File: src/rtl/lsu_pkg.sv
// Shared definitions for the load/store unit: func3 codes, FSM encoding and
// the byte-lane mask helpers.
package lsu_pkg;

  localparam logic [2:0] F3_B  = 3'b000;
  localparam logic [2:0] F3_H  = 3'b001;
  localparam logic [2:0] F3_W  = 3'b010;
  localparam logic [2:0] F3_BU = 3'b100;
  localparam logic [2:0] F3_HU = 3'b101;

  typedef enum logic {
    IDLE   = 1'b0,
    SECOND = 1'b1
  } state_t;

  function automatic logic [3:0] base_mask(input logic [2:0] f3);
    case (f3[1:0])
      2'b00:   return 4'b0001;
      2'b01:   return 4'b0011;
      2'b10:   return 4'b1111;
      default: return 4'b0000;
    endcase
  endfunction

  function automatic logic legal_load(input logic [2:0] f3);
    return (f3 == F3_B) || (f3 == F3_H) || (f3 == F3_W) ||
           (f3 == F3_BU) || (f3 == F3_HU);
  endfunction

  function automatic logic legal_store(input logic [2:0] f3);
    return (f3 == F3_B) || (f3 == F3_H) || (f3 == F3_W);
  endfunction

endpackage

File: src/rtl/load_align_extend.sv
// Shifts a (up to two-word) raw read down by the byte offset, truncates to the
// access width and sign/zero-extends it.
module load_align_extend
  import lsu_pkg::*;
(
  input  logic [63:0] i_raw,
  input  logic [1:0]  i_off,
  input  logic [2:0]  i_func3,
  output logic [31:0] o_data
);

  logic [31:0] w_shift;
  assign w_shift = 32'(i_raw >> {i_off, 3'b000});

  always_comb begin
    o_data = '0;
    case (i_func3)
      F3_B:    o_data = {{24{w_shift[7]}}, w_shift[7:0]};
      F3_H:    o_data = {{16{w_shift[15]}}, w_shift[15:0]};
      F3_W:    o_data = w_shift;
      F3_BU:   o_data = {24'b0, w_shift[7:0]};
      F3_HU:   o_data = {16'b0, w_shift[15:0]};
      default: o_data = '0;
    endcase
  end

endmodule

File: src/rtl/load_store_unit.sv
// Memory-stage front end: lane-aligns stores, extracts/extends loads and splits
// word-crossing accesses into two beats while stalling upstream.
module load_store_unit
  import lsu_pkg::*;
#(
  parameter int ALLOW_MISALIGNED = 1,
  parameter int ADDR_WIDTH       = 32
) (
  input  logic                  clock,
  input  logic                  reset,
  input  logic                  reqValid,
  output logic                  reqReady,
  input  logic                  reqIsLoad,
  input  logic                  reqIsStore,
  input  logic [2:0]            func3,
  input  logic [ADDR_WIDTH-1:0] reqAddress,
  input  logic [31:0]           reqStoreData,
  input  logic [4:0]            reqRd,
  output logic                  memoryReadEnable,
  output logic                  memoryWriteEnable,
  output logic [ADDR_WIDTH-1:0] memoryAddress,
  output logic [3:0]            memoryByteEnable,
  output logic [31:0]           memoryWriteData,
  input  logic [31:0]           memoryReadData,
  output logic                  respValid,
  output logic                  respRegWrite,
  output logic [4:0]            respRd,
  output logic [31:0]           respData,
  output logic                  respFault
);

  state_t r_state, w_next;

  logic [ADDR_WIDTH-1:0] r_addr;
  logic [2:0]            r_func3;
  logic [4:0]            r_rd;
  logic                  r_isLoad;
  logic [3:0]            r_beHi;
  logic [31:0]           r_wideHi;
  logic [31:0]           r_lowWord;

  logic [1:0]  w_off;
  logic [7:0]  w_mask8;
  logic [63:0] w_wide;
  logic        w_cross, w_accept, w_illegal, w_go;
  logic [ADDR_WIDTH-1:0] w_addr1, w_addr2;
  logic [63:0] w_raw;
  logic [1:0]  w_alOff;
  logic [2:0]  w_alF3;
  logic [31:0] w_ldData;

  assign w_off   = reqAddress[1:0];
  assign w_mask8 = {4'b0000, base_mask(func3)} << w_off;
  assign w_wide  = {32'b0, reqStoreData} << {w_off, 3'b000};
  assign w_cross = |w_mask8[7:4];
  assign w_addr1 = {reqAddress[ADDR_WIDTH-1:2], 2'b00};
  assign w_addr2 = {r_addr[ADDR_WIDTH-1:2], 2'b00} + ADDR_WIDTH'(4);

  // Only IDLE accepts; a crossing access is illegal when splitting is disabled.
  assign w_accept  = reqValid & (reqIsLoad | reqIsStore) & (r_state == IDLE);
  assign w_illegal = (reqIsLoad & reqIsStore) |
                     (reqIsLoad & ~legal_load(func3)) |
                     (reqIsStore & ~legal_store(func3)) |
                     (w_cross & (ALLOW_MISALIGNED == 0));
  assign w_go      = w_accept & ~w_illegal;

  // One extractor serves both beats; SECOND stitches the two words together.
  assign w_raw   = (r_state == SECOND) ? {memoryReadData, r_lowWord} : {32'b0, memoryReadData};
  assign w_alOff = (r_state == SECOND) ? r_addr[1:0] : w_off;
  assign w_alF3  = (r_state == SECOND) ? r_func3 : func3;

  load_align_extend u_align (
    .i_raw   (w_raw),
    .i_off   (w_alOff),
    .i_func3 (w_alF3),
    .o_data  (w_ldData)
  );

  always_ff @(posedge clock or posedge reset) begin
    if (reset) r_state <= IDLE;
    else       r_state <= w_next;
  end

  always_comb begin
    w_next            = r_state;
    reqReady          = 1'b0;
    memoryReadEnable  = 1'b0;
    memoryWriteEnable = 1'b0;
    memoryAddress     = '0;
    memoryByteEnable  = '0;
    memoryWriteData   = '0;
    case (r_state)
      IDLE: begin
        reqReady = 1'b1;
        if (w_go) begin
          memoryReadEnable  = reqIsLoad;
          memoryWriteEnable = reqIsStore;
          memoryAddress     = w_addr1;
          memoryByteEnable  = w_mask8[3:0];
          memoryWriteData   = w_wide[31:0];
          if (w_cross) w_next = SECOND;
        end
      end
      SECOND: begin
        memoryReadEnable  = r_isLoad;
        memoryWriteEnable = ~r_isLoad;
        memoryAddress     = w_addr2;
        memoryByteEnable  = r_beHi;
        memoryWriteData   = r_wideHi;
        w_next            = IDLE;
      end
      default: w_next = IDLE;
    endcase
  end

  always_ff @(posedge clock or posedge reset) begin
    if (reset) begin
      r_addr    <= '0;
      r_func3   <= '0;
      r_rd      <= '0;
      r_isLoad  <= 1'b0;
      r_beHi    <= '0;
      r_wideHi  <= '0;
      r_lowWord <= '0;
    end else if (w_go && w_cross) begin
      r_addr    <= reqAddress;
      r_func3   <= func3;
      r_rd      <= reqRd;
      r_isLoad  <= reqIsLoad;
      r_beHi    <= w_mask8[7:4];
      r_wideHi  <= w_wide[63:32];
      r_lowWord <= memoryReadData;
    end
  end

  always_ff @(posedge clock or posedge reset) begin
    if (reset) begin
      respValid    <= 1'b0;
      respRegWrite <= 1'b0;
      respFault    <= 1'b0;
      respRd       <= '0;
      respData     <= '0;
    end else begin
      respValid    <= 1'b0;
      respRegWrite <= 1'b0;
      respFault    <= 1'b0;
      if (r_state == SECOND) begin
        respValid    <= 1'b1;
        respRegWrite <= r_isLoad;
        respRd       <= r_rd;
        respData     <= r_isLoad ? w_ldData : 32'b0;
      end else if (w_accept && w_illegal) begin
        respValid <= 1'b1;
        respFault <= 1'b1;
        respRd    <= reqRd;
        respData  <= '0;
      end else if (w_go && !w_cross) begin
        respValid    <= 1'b1;
        respRegWrite <= reqIsLoad;
        respRd       <= reqRd;
        respData     <= reqIsLoad ? w_ldData : 32'b0;
      end
    end
  end

endmodule

File: config.mk
export PLATFORM = sky130hd
export DESIGN_NAME = load_store_unit
export DESIGN_NICKNAME = d
export VERILOG_FILES = /design/src/rtl/lsu_pkg.sv /design/src/rtl/load_align_extend.sv /design/src/rtl/load_store_unit.sv
export SDC_FILE = /design/constraint.sdc
export NUM_CORES = 1
export LEC_CHECK = 0
export CAP_MARGIN = 20
export CORE_MARGIN = 1
export CORE_UTILIZATION = 45
export DETAILED_ROUTE_END_ITERATION = 7
export PLACE_DENSITY = 0.73
export SLEW_MARGIN = 5
export SYNTH_ARGS = -nofsm -noshare
export SYNTH_HDL_FRONTEND = slang
export SYNTH_HIERARCHICAL = 1
export SYNTH_SLANG_ARGS = --single-unit
File: constraint.sdc
create_clock -name clock -period 12.66 [get_ports clock]
set_input_delay 1.899 -clock clock [delete_from_list [all_inputs] [get_ports clock]]
set_output_delay 1.899 -clock clock [all_outputs]
set_load 0.005 [all_outputs]
# After elaboration in Yosys (flattened, before gate mapping)

Index checks and enable logic that the tools add are counted.

Register bits: 150
Input port bits: 109
Output and inout port bits: 111
Logic and storage cells: 89

Add/subtract/negate cells: 1
Equal/unequal tests: 10
Shifts and indexed selects: 3
Muxes and demuxes: 35
Bitwise gates (word level): 14
Reduce and logical (&&, ||, !) cells: 13

Operator list:

| kind                                                 | count |
|---|---|
| two-way mux 32 bit                                   | 7 |
| case mux 32 bit (5 select lines)                     | 1 |
| case mux 32 bit (2 select lines)                     | 2 |
| two-way mux 64 bit                                   | 1 |
| left shift 32 x 5 -> 64 bit                          | 1 |
| >> shifter 64 x 5 -> 32 bit                          | 1 |
| adder 32 x 3 -> 32 bit (second input constant)       | 1 |
| two-way mux 5 bit                                    | 3 |
| two-way mux 1 bit                                    | 13 |
| equality test 3 bit (second input constant)          | 4 |
| case mux 4 bit (3 select lines)                      | 1 |
| case mux 4 bit (2 select lines)                      | 1 |
| left shift 4 x 2 -> 8 bit                            | 1 |
| AND 1 bit                                            | 6 |
| equality test 3 x 1 -> 1 bit (second input constant) | 2 |
| equality test 3 x 2 -> 1 bit (second input constant) | 2 |
| logical NOT 3 bit                                    | 2 |
| case mux 1 bit (2 select lines)                      | 3 |
| inverter 1 bit                                       | 5 |
| logical OR 1 bit                                     | 4 |
| two-way mux 4 bit                                    | 1 |
| OR reduction 4 bit                                   | 1 |
| logical AND 1 bit                                    | 3 |
| two-way mux 3 bit                                    | 1 |
| other kinds (7)                                      | 9 |

# Logic depth before layout (Yosys ltp)

Gate-level depths: netlist of the first run.

Depth after elaboration: 15
Gate-level depth with buffers: 12
Depth with buffers taken out: 7

# Hierarchy

The synthesis of the first run kept the hierarchy.

Modules (own cells, without submodules):

| module            | instances | cells each | area each (µm²) |
|---|---|---|---|
| load_store_unit   | 1         | 834        | 8239.2 |
| load_align_extend | 1         | 115        | 1219.9 |

# Worst setup path before layout of the first run

OpenSTA, ideal clock, no wires.

Path type: input to output
From: in func3[0]
To: out memoryAddress[3]
Arrival: 3422 ps
Data required time: 10761 ps
Path slack: 7339 ps
Cell stages on the path: 8
Path through: inv_1 -> ha_1 -> nor4b_1 -> nor4b_4 -> and2_1 -> buf_2 -> buf_2 -> a22o_1

Word-level cells in the longest chain between the ends: 13

RTL lines:

| what                                                              | line                         | source |
|---|---|---|
| start, declared                                                   | load_store_unit.sv:15        | `input logic [2:0] func3,` |
| equality test 3 x 1 -> 1 bit or logical NOT 3 bit (tied branches) | lsu_pkg.sv:26, lsu_pkg.sv:31 |  |
| logical OR 1 bit (2 in series)                                    | lsu_pkg.sv:26, lsu_pkg.sv:31 |  |
| logical OR 1 bit                                                  | lsu_pkg.sv:26                | `return (f3 == F3_B) \|\| (f3 == F3_H) \|\| (f3 == F3_W) \|\|` |
| logical OR 1 bit                                                  | lsu_pkg.sv:27                | `(f3 == F3_BU) \|\| (f3 == F3_HU);` |
| inverter 1 bit                                                    | load_store_unit.sv:62        | `(reqIsLoad & ~legal_load(func3)) \|` |
| AND 1 bit                                                         | load_store_unit.sv:62        |  |
| OR 1 bit                                                          | load_store_unit.sv:61        | `assign w_illegal = (reqIsLoad & reqIsStore) \|` |
| OR 1 bit (*)                                                      | load_store_unit.sv:62        |  |
| inverter 1 bit (*)                                                | load_store_unit.sv:65        | `assign w_go = w_accept & ~w_illegal;` |
| AND 1 bit (*)                                                     | load_store_unit.sv:65        |  |
| two-way mux 32 bit (*)                                            | load_store_unit.sv:95        | `if (w_go) begin` |
| case mux 32 bit (2 select lines) (*)                              | load_store_unit.sv:92        | `case (r_state)` |
| end, declared                                                     | load_store_unit.sv:21        | `output logic [ADDR_WIDTH-1:0] memoryAddress,` |

Mark *: on every way between the ends. The rest lies on a longest branch, timed or not.

# Worst setup path in the final report of the first run

From: in func3[1]
To: out memoryWriteData[5]

Word-level cells in the longest chain between the ends: 13

RTL lines:

| what                                                              | line                         | source |
|---|---|---|
| equality test 3 x 1 -> 1 bit or logical NOT 3 bit (tied branches) | lsu_pkg.sv:26, lsu_pkg.sv:31 |  |
| logical OR 1 bit (2 in series)                                    | lsu_pkg.sv:26, lsu_pkg.sv:31 |  |
| logical OR 1 bit                                                  | lsu_pkg.sv:26                |  |
| logical OR 1 bit                                                  | lsu_pkg.sv:27                |  |
| inverter 1 bit                                                    | load_store_unit.sv:62        |  |
| AND 1 bit                                                         | load_store_unit.sv:62        |  |
| OR 1 bit                                                          | load_store_unit.sv:61        |  |
| OR 1 bit (*)                                                      | load_store_unit.sv:62        |  |
| inverter 1 bit (*)                                                | load_store_unit.sv:65        |  |
| AND 1 bit (*)                                                     | load_store_unit.sv:65        |  |
| two-way mux 32 bit (*)                                            | load_store_unit.sv:95        |  |
| case mux 32 bit (2 select lines) (*)                              | load_store_unit.sv:92        |  |
| end, declared                                                     | load_store_unit.sv:23        | `output logic [31:0] memoryWriteData,` |

Marked as above.

==> results of run 1 <==
==> through the flow <==
stage / instance area (sq um) / util / setup slack, ns / total power (uW) / hold slack, ns
floorplan: 9413 / - / 6.980 / 871.3 / 0.4477
global placement: 11560 / 0.5678 / 5.917 / 1005 / 0.4619
detailed placement: 11560 / 0.5678 / 5.789 / 1018 / 0.4710
CTS: 12200 / 0.5992 / 5.780 / 1563 / 0.4847
global route: 12250 / 0.6016 / 5.550 / 1633 / 0.5011
finish: 12250 / 0.6016 / 5.800 / 1551 / 0.4800
==> flip-flops by register name (all words and copies together), names as in the netlist <==
register and cells:
r_beHi 3, r_wideHi 24, respValid 1, r_lowWord 32, r_addr 32, r_func3 3, r_rd 5, respRegWrite 1
respFault 1, r_isLoad 1, r_state 1, respRd 5, respData 32
==> cells in the final DEF, fill, tap and decap left out, types with 12 or more instances in the layout <==
cell                                n
sky130_fd_sc_hd__mux2_2            44
sky130_fd_sc_hd__dfrtp_1          140
sky130_fd_sc_hd__mux2_1            77
sky130_fd_sc_hd__o31ai_2           30
sky130_fd_sc_hd__nor2b_1           12
sky130_fd_sc_hd__nand2_1          152
sky130_fd_sc_hd__mux4_2            28
sky130_fd_sc_hd__clkbuf_16         17
sky130_fd_sc_hd__o21ai_0           77
sky130_fd_sc_hd__inv_1             50
sky130_fd_sc_hd__and2_1            27
sky130_fd_sc_hd__nand3_1           25
sky130_fd_sc_hd__a22o_1            14
sky130_fd_sc_hd__o21ai_1           15
sky130_fd_sc_hd__mux2i_1           25
sky130_fd_sc_hd__a31oi_1           16
sky130_fd_sc_hd__clkdlybuf4s50_1  216
sky130_fd_sc_hd__xnor2_1           17
sky130_fd_sc_hd__nor2_1            24
==> routing by layer <==
metal	GRT usage	routed length (um)
met1	0.3141	11020
met2	0.3673	11330
met3	0.03969	1128
met4	0.07813	490
met5	0	0
==> worst min-delay path, cell delays in order, from the launching register on <==
cell,delay (ns)
sky130_fd_sc_hd__dfrtp_1,0.34
sky130_fd_sc_hd__nand2_1,0.04
sky130_fd_sc_hd__o21ai_0,0.06
==> power by group through the flow <==
| stage | Combinational, uW | Sequential, uW | Clock, uW |
|---|---|---|---|
| 2_1_floorplan | 238 | 633 | 0 |
| 3_3_place_gp | 356 | 648 | 0 |
| 3_5_place_dp | 363 | 655 | 0 |
| 4_1_cts | 365 | 647 | 550 |
| 5_1_grt | 402 | 664 | 568 |
| 6_report | 364 | 648 | 539 |
==> cell type report <==
cell class / instances / area (sq um)
multi-input cells: 675 / 5261
repair buffers: 228 / 2282
flip-flops and latches: 141 / 3532
clock inverters: 13 / 187.7
well taps: 270 / 337.8
clock buffers: 19 / 452.9
inverters: 51 / 196.4
fillers: 1725 / 8114
==> worst min-delay path by stage <==
stage | depth (start not counted) | slack (ns) | endpoint | start
floorplan | 2 | 0.45 | r_beHi[2]$_DFFE_PP0P_ | r_beHi[2]$_DFFE_PP0P_
global placement | 2 | 0.46 | respData[31]$_DFFE_PP0P_ | respData[31]$_DFFE_PP0P_
detailed placement | 2 | 0.47 | r_wideHi[21]$_DFFE_PP0P_ | r_wideHi[21]$_DFFE_PP0P_
CTS | 2 | 0.48 | r_wideHi[21]$_DFFE_PP0P_ | r_wideHi[21]$_DFFE_PP0P_
global route | 2 | 0.50 | r_wideHi[21]$_DFFE_PP0P_ | r_wideHi[21]$_DFFE_PP0P_
finish | 2 | 0.48 | r_wideHi[14]$_DFFE_PP0P_ | r_wideHi[14]$_DFFE_PP0P_
==> metrics.txt, run 1 <==
# TYPE chip_impl_metric gauge
chip_impl_info{name="worst_r2r_startpoint",value="r_state$_DFF_PP0_"} 1
chip_impl_metric{name="yosys_warnings",unit=""} 6
chip_impl_metric{name="maxCapViolCount",unit=""} 0
chip_impl_metric{name="area_delta_synth_final",unit="%"} 30.20
chip_impl_metric{name="reg2reg_depth",unit=""} 9
chip_impl_metric{name="crit_cells",unit=""} 9
chip_impl_metric{name="fin_crit",unit="ns"} 6.860
chip_impl_info{name="worstSetupEndpoint",value="memoryWriteData[5]"} 1
chip_impl_metric{name="worst-endpoint-required",unit="ns"} 10.76
chip_impl_info{name="worst_path_dominant_cell_family",value="simple AND/OR/NAND/NOR gates"} 1
chip_impl_metric{name="int_pwr",unit="uW"} 1105
chip_impl_metric{name="buffer_ports.inserted",unit=""} 217
chip_impl_metric{name="final-setup-viol-count",unit=""} 0
chip_impl_metric{name="detail_route.drc_violations",unit=""} 0
chip_impl_metric{name="synthesis.area",unit="sq um"} 9409
chip_impl_metric{name="seq_power_share",unit=""} 0.418
chip_impl_metric{name="ctsResizeCount",unit=""} 0
chip_impl_metric{name="chipWidth",unit="um"} 146.6
chip_impl_metric{name="fin_skew",unit="ns"} 0.009563
chip_impl_metric{name="clk_buf_depth",unit=""} 2
chip_impl_metric{name="worst_slew_margin_rel",unit=""} 0.3263
chip_impl_metric{name="sum_neg_setup_slack",unit="ns"} 0
chip_impl_metric{name="critical_path_arrival",unit="ns"} 4.96
chip_impl_metric{name="floorplan.die.height",unit="um"} 146.6
chip_impl_metric{name="drt_iter0_markers",unit=""} 359
chip_impl_info{name="critPathLaunch",value="func3[1]"} 1
chip_impl_metric{name="grt_pass1_vias",unit=""} 7234
chip_impl_metric{name="grt_remaining_overflow",unit=""} 0
chip_impl_info{name="rsz_0062_raised_after_global_routing",value="no"} 1
chip_impl_metric{name="routed_via_density",unit=""} 5.447
chip_impl_metric{name="clk-insertion-delay-late",unit="ns"} 0.42
chip_impl_metric{name="critical_path.n_buffers_inverters",unit=""} 3
chip_impl_metric{name="numClockSinks",unit=""} 141
chip_impl_metric{name="number_of_standard_cells_in_the_final_layout_excluding_fillers",unit=""} 1397
chip_impl_metric{name="grt.total_usage",unit=""} 0.2296
chip_impl_metric{name="antennaDiodeCount",unit=""} 0
chip_impl_metric{name="tritoncts.num_buffers",unit=""} 17
chip_impl_metric{name="nNetsFinal",unit=""} 1229
chip_impl_metric{name="timing_worst_slew_pin_value",unit="ns"} 1.011
chip_impl_metric{name="vdd_ir_drop_max",unit="mV"} 0.1055
chip_impl_metric{name="ioPinCount",unit=""} 220
chip_impl_metric{name="cpPeakStageDelay",unit="ns"} 0.51
chip_impl_metric{name="fp-row-count",unit=""} 52
chip_impl_metric{name="pin_count_of_the_biggest_net_entering_global_routing",unit=""} 80
chip_impl_metric{name="vias",unit=""} 7610
chip_impl_info{name="start_kind",value="input port"} 1
chip_impl_info{name="status",value="complete, no violations"} 1
chip_impl_metric{name="core_area",unit="sq um"} 20360
chip_impl_info{name="path_cells",value="clkdlybuf4s50_1 -> inv_1 -> ha_1 -> nor4b_1 -> nor4b_4 -> nand3_1 -> nor2_2 -> a22o_1 -> clkdlybuf4s50_1"} 1
chip_impl_metric{name="design.die.area",unit="sq um"} 21490
chip_impl_info{name="root_buffer",value="sky130_fd_sc_hd__clkbuf_16"} 1
chip_impl_metric{name="drv_slew",unit=""} 0
chip_impl_metric{name="postSynthAreaPerCell",unit="sq um"} 9.999
chip_impl_metric{name="dp_hpwl",unit="um"} 16960
chip_impl_metric{name="timing.reg2reg.setup_slack",unit="ns"} 9.08
chip_impl_metric{name="pd_cells",unit="nW/um^2"} 126.6
chip_impl_metric{name="min_period_over_period",unit=""} 0.5419
chip_impl_metric{name="cts.hold.buffers_added",unit=""} 0
chip_impl_metric{name="layout_cells_sized_above_1",unit=""} 0.1402
chip_impl_info{name="timing.critical_path.to_type",value="output pin"} 1
chip_impl_metric{name="crit_path_max_fanout",unit=""} 10
chip_impl_metric{name="post_drt_wl_per_cell",unit="um"} 17.16
chip_impl_metric{name="power.combinational.fraction",unit=""} 0.234
chip_impl_info{name="critical-path-top-cell-by-count",value="sky130_fd_sc_hd__clkdlybuf4s50_1"} 1
chip_impl_metric{name="drt_pass1_iterations",unit=""} 5
chip_impl_metric{name="grt_pass1_wl",unit="um"} 38970
chip_impl_metric{name="syn_inst",unit=""} 941
chip_impl_metric{name="globalplace.congestion",unit=""} 0.8471
chip_impl_metric{name="power_frac_clock",unit=""} 0.348
chip_impl_metric{name="cellLeakagePower",unit="uW"} 0.004915
chip_impl_metric{name="netSwitchingPower",unit="uW"} 445.8
chip_impl_info{name="tritoncts_clock_tree",value="done"} 1
chip_impl_metric{name="max_freq",unit="MHz"} 145.8
chip_impl_info{name="critical-path-slowest-cell",value="sky130_fd_sc_hd__nor2_2"} 1
chip_impl_metric{name="clk_transition_reported_paths",unit="ns"} 0.06
chip_impl_metric{name="power.share.switching",unit=""} 0.2875
chip_impl_metric{name="post-place-cells",unit=""} 1363
chip_impl_metric{name="hold_viol_final",unit=""} 0
chip_impl_metric{name="cts.htree.levels",unit=""} 4
chip_impl_info{name="kind_of_critical_path",value="input port to output pin"} 1
chip_impl_info{name="terminus_of_the_critical_flop_to_flop_path",value="respData[27]$_DFFE_PP0P_"} 1
chip_impl_metric{name="antenna_violating_nets_post_route",unit=""} 0
chip_impl_metric{name="cts_setup_buffers",unit=""} 0
chip_impl_metric{name="initial_antenna_violation_count",unit=""} 0
chip_impl_metric{name="finalWirelength",unit="um"} 23970
chip_impl_metric{name="start_util",unit=""} 0.4620
chip_impl_info{name="hold_path.class",value="register to register"} 1
No activity file was read; power rests on OpenSTA's default activity.
==> inputs of run 2 (changes only) <==
- PLACE_DENSITY: 0.73 -> 0.76
- clock period: 12.66 -> 5.9 ns (I/O delays scaled with it)
==> run 2 against run 1 <==
Clock skew down 0.0021 ns. Worst hold slack worse by 0.00081 ns. Critical path depth unchanged. Sequential share of layout area up 0.27 points. Register-to-register slack worse by 6.8 ns. Total power up 100%. Via count up 0.58%. Global-route usage up 0.27 points. Clock power up 87%. Routed wire length about the same. Clock-buffer cell count down 1. Largest cell class unchanged. Largest power group unchanged.
==> metrics.txt, run 2 (synthesized netlist as in run 1, its figures left out) <==
# TYPE chip_impl_metric gauge
chip_impl_info{name="status",value="complete, no violations"} 1
chip_impl_info{name="reg.largest.list",value="r_addr (32), r_lowWord (32), respData (32)"} 1
chip_impl_info{name="min-delay-start",value="r_wideHi[15]$_DFFE_PP0P_"} 1
chip_impl_metric{name="drt_iter0_markers",unit=""} 465
chip_impl_metric{name="grt_pass1_vias",unit=""} 7671
chip_impl_info{name="hold_end",value="r_wideHi[15]$_DFFE_PP0P_"} 1
chip_impl_metric{name="critical_path_arrival",unit="ns"} 3.98
chip_impl_metric{name="ctsResizeCount",unit=""} 0
chip_impl_metric{name="cts.hold.buffers_added",unit=""} 0
chip_impl_info{name="hold_path.class",value="register to register"} 1
chip_impl_info{name="tritoncts_clock_tree",value="done"} 1
chip_impl_metric{name="core_area",unit="sq um"} 20360
chip_impl_info{name="root_buffer",value="sky130_fd_sc_hd__clkbuf_16"} 1
chip_impl_metric{name="fin_crit",unit="ns"} 4.865
chip_impl_metric{name="grt_remaining_overflow",unit=""} 0
chip_impl_metric{name="chipWidth",unit="um"} 146.6
chip_impl_metric{name="vdd_ir_drop_max",unit="mV"} 0.2388
chip_impl_metric{name="cellLeakagePower",unit="uW"} 0.004864
chip_impl_metric{name="timing.reg2reg.setup_slack",unit="ns"} 2.31
chip_impl_metric{name="worst_slew_margin_rel",unit=""} 0.3168
chip_impl_metric{name="cts_setup_buffers",unit=""} 0
chip_impl_metric{name="timing.hold.worst_path_depth",unit=""} 2
chip_impl_metric{name="pd_cells",unit="nW/um^2"} 261.8
chip_impl_metric{name="floorplan.die.height",unit="um"} 146.6
chip_impl_info{name="rsz_0062_raised_after_global_routing",value="no"} 1
chip_impl_metric{name="layout_cells_sized_above_1",unit=""} 0.1402
chip_impl_metric{name="crit_path_max_fanout",unit=""} 10
chip_impl_metric{name="clk_buf_depth",unit=""} 2
chip_impl_metric{name="post_drt_wl_per_cell",unit="um"} 17.15
chip_impl_metric{name="finalWirelength",unit="um"} 23960
chip_impl_metric{name="cts.htree.levels",unit=""} 4
chip_impl_metric{name="final-setup-viol-count",unit=""} 0
chip_impl_metric{name="globalplace.congestion",unit=""} 0.9023
chip_impl_metric{name="numClockSinks",unit=""} 141
chip_impl_info{name="kind_of_critical_path",value="input port to output pin"} 1
chip_impl_metric{name="detail_route.drc_violations",unit=""} 0
chip_impl_info{name="terminus_of_the_critical_flop_to_flop_path",value="respData[20]$_DFFE_PP0P_"} 1
chip_impl_metric{name="pin_count_of_the_biggest_net_entering_global_routing",unit=""} 97
chip_impl_info{name="most_frequent_standard_cell_in_the_layout_excluding_fill_and_tap_cells",value="sky130_fd_sc_hd__clkdlybuf4s50_1"} 1
chip_impl_metric{name="tritoncts.num_buffers",unit=""} 17
chip_impl_metric{name="maxCapViolCount",unit=""} 0
chip_impl_info{name="start_kind",value="input port"} 1
chip_impl_metric{name="hold_viol_final",unit=""} 0
chip_impl_metric{name="vias",unit=""} 7654
chip_impl_metric{name="buffer_ports.inserted",unit=""} 217
chip_impl_metric{name="total_power_consumption",unit="uW"} 3178
chip_impl_metric{name="ioPinCount",unit=""} 220
chip_impl_metric{name="dp_hpwl",unit="um"} 17030
chip_impl_info{name="final_cell_mix",value="sky130_fd_sc_hd__clkdlybuf4s50_1 (216), sky130_fd_sc_hd__nand2_1 (152), sky130_fd_sc_hd__dfrtp_1 (140)"} 1
chip_impl_metric{name="routed_via_density",unit=""} 5.479
chip_impl_metric{name="fin_skew",unit="ns"} 0.007472
chip_impl_metric{name="clk_transition_reported_paths",unit="ns"} 0.06
chip_impl_metric{name="design.die.area",unit="sq um"} 21490
chip_impl_metric{name="nNetsFinal",unit=""} 1229
chip_impl_metric{name="max_freq",unit="MHz"} 205.5
chip_impl_metric{name="timing_worst_slew_pin_value",unit="ns"} 1.025
chip_impl_metric{name="min_period_over_period",unit=""} 0.8246
chip_impl_metric{name="drt_pass1_iterations",unit=""} 5
chip_impl_metric{name="fp-row-count",unit=""} 52
chip_impl_metric{name="reg2reg_depth",unit=""} 9
chip_impl_metric{name="grt.total_usage",unit=""} 0.2323
chip_impl_metric{name="clk-insertion-delay-late",unit="ns"} 0.42
chip_impl_metric{name="initial_antenna_violation_count",unit=""} 0
chip_impl_metric{name="drv_slew",unit=""} 0
chip_impl_metric{name="area_delta_synth_final",unit="%"} 28.99
chip_impl_info{name="timing.critical_path.to_type",value="output pin"} 1
chip_impl_metric{name="worst-endpoint-required",unit="ns"} 5.02
chip_impl_metric{name="start_util",unit=""} 0.4620
chip_impl_metric{name="grt_pass1_wl",unit="um"} 39740
chip_impl_info{name="worst_r2r_startpoint",value="r_state$_DFF_PP0_"} 1
chip_impl_info{name="critPathLaunch",value="func3[0]"} 1
chip_impl_metric{name="antennaDiodeCount",unit=""} 0
chip_impl_metric{name="sum_neg_setup_slack",unit="ns"} 0
chip_impl_metric{name="antenna_violating_nets_post_route",unit=""} 0
run 2: changes by cell type in the layout (fill, tap and decap cells not counted), sizes merged:
cell      previous run  this run
clkinvlp             3         4
inv                 53        52
clkinv               4         8
clkbuf              19        18
bufinv               4         1
run 2: through the flow:
step                std cells  hold slack, ns  worst slack, ns    util  cell area [sq um]
finish                   1397          0.4792            1.035  0.5960              12140
global route             1397          0.4962           0.8413  0.5960              12140
CTS                      1397          0.4845            1.011  0.5960              12140
detailed placement       1365          0.4711            1.005  0.5685              11580
global placement         1365          0.4618            1.160  0.5685              11580
floorplan                 942          0.4477            1.234       -               9413
run 2: metal layers:
layer,track usage,share of wire,vias to the layer above
met3,0.05031,0.066,44
met2,0.3770,0.47,256
met5,0,0,-
met1,0.3018,0.44,3681
met4,0.09167,0.025,0
li1,-,-,3673
run 2: area by class of cell:
type	count	area, sq um
clock inverters	14	120.1
fillers	1718	8228
inverters	51	196.4
multi-input cells	675	5261
well taps	270	337.8
flip-flops and latches	141	3532
repair buffers	228	2250
clock buffers	18	439.2
run 2: how the worst max path moves through the flow:
stage | to | slack, ns | cells past startpoint
finish | memoryWriteData[3] | 1.03 | 9
global placement | memoryWriteData[7] | 1.16 | 9
CTS | memoryWriteData[0] | 1.01 | 9
global route | memoryWriteData[1] | 0.84 | 9
floorplan | r_addr[0]$_DFFE_PP0P_ | 1.23 | 1
detailed placement | memoryWriteData[0] | 1.01 | 9
run 2: critical path: stages:
cell                              delay, ns
sky130_fd_sc_hd__clkdlybuf4s50_1       0.46
sky130_fd_sc_hd__inv_1                 0.16
sky130_fd_sc_hd__ha_1                  0.22
sky130_fd_sc_hd__nor4b_1               0.10
sky130_fd_sc_hd__nor4b_4               0.48
sky130_fd_sc_hd__nand3_1               0.43
sky130_fd_sc_hd__nor2_2                0.52
sky130_fd_sc_hd__a22o_1                0.21
sky130_fd_sc_hd__clkdlybuf4s50_1       0.50
run 2: where the power goes:
part	switching, uW	total (uW)	internal [uW]
Sequential	179	1390	1210
Clock	425	1010	589
Combinational	351	773	423
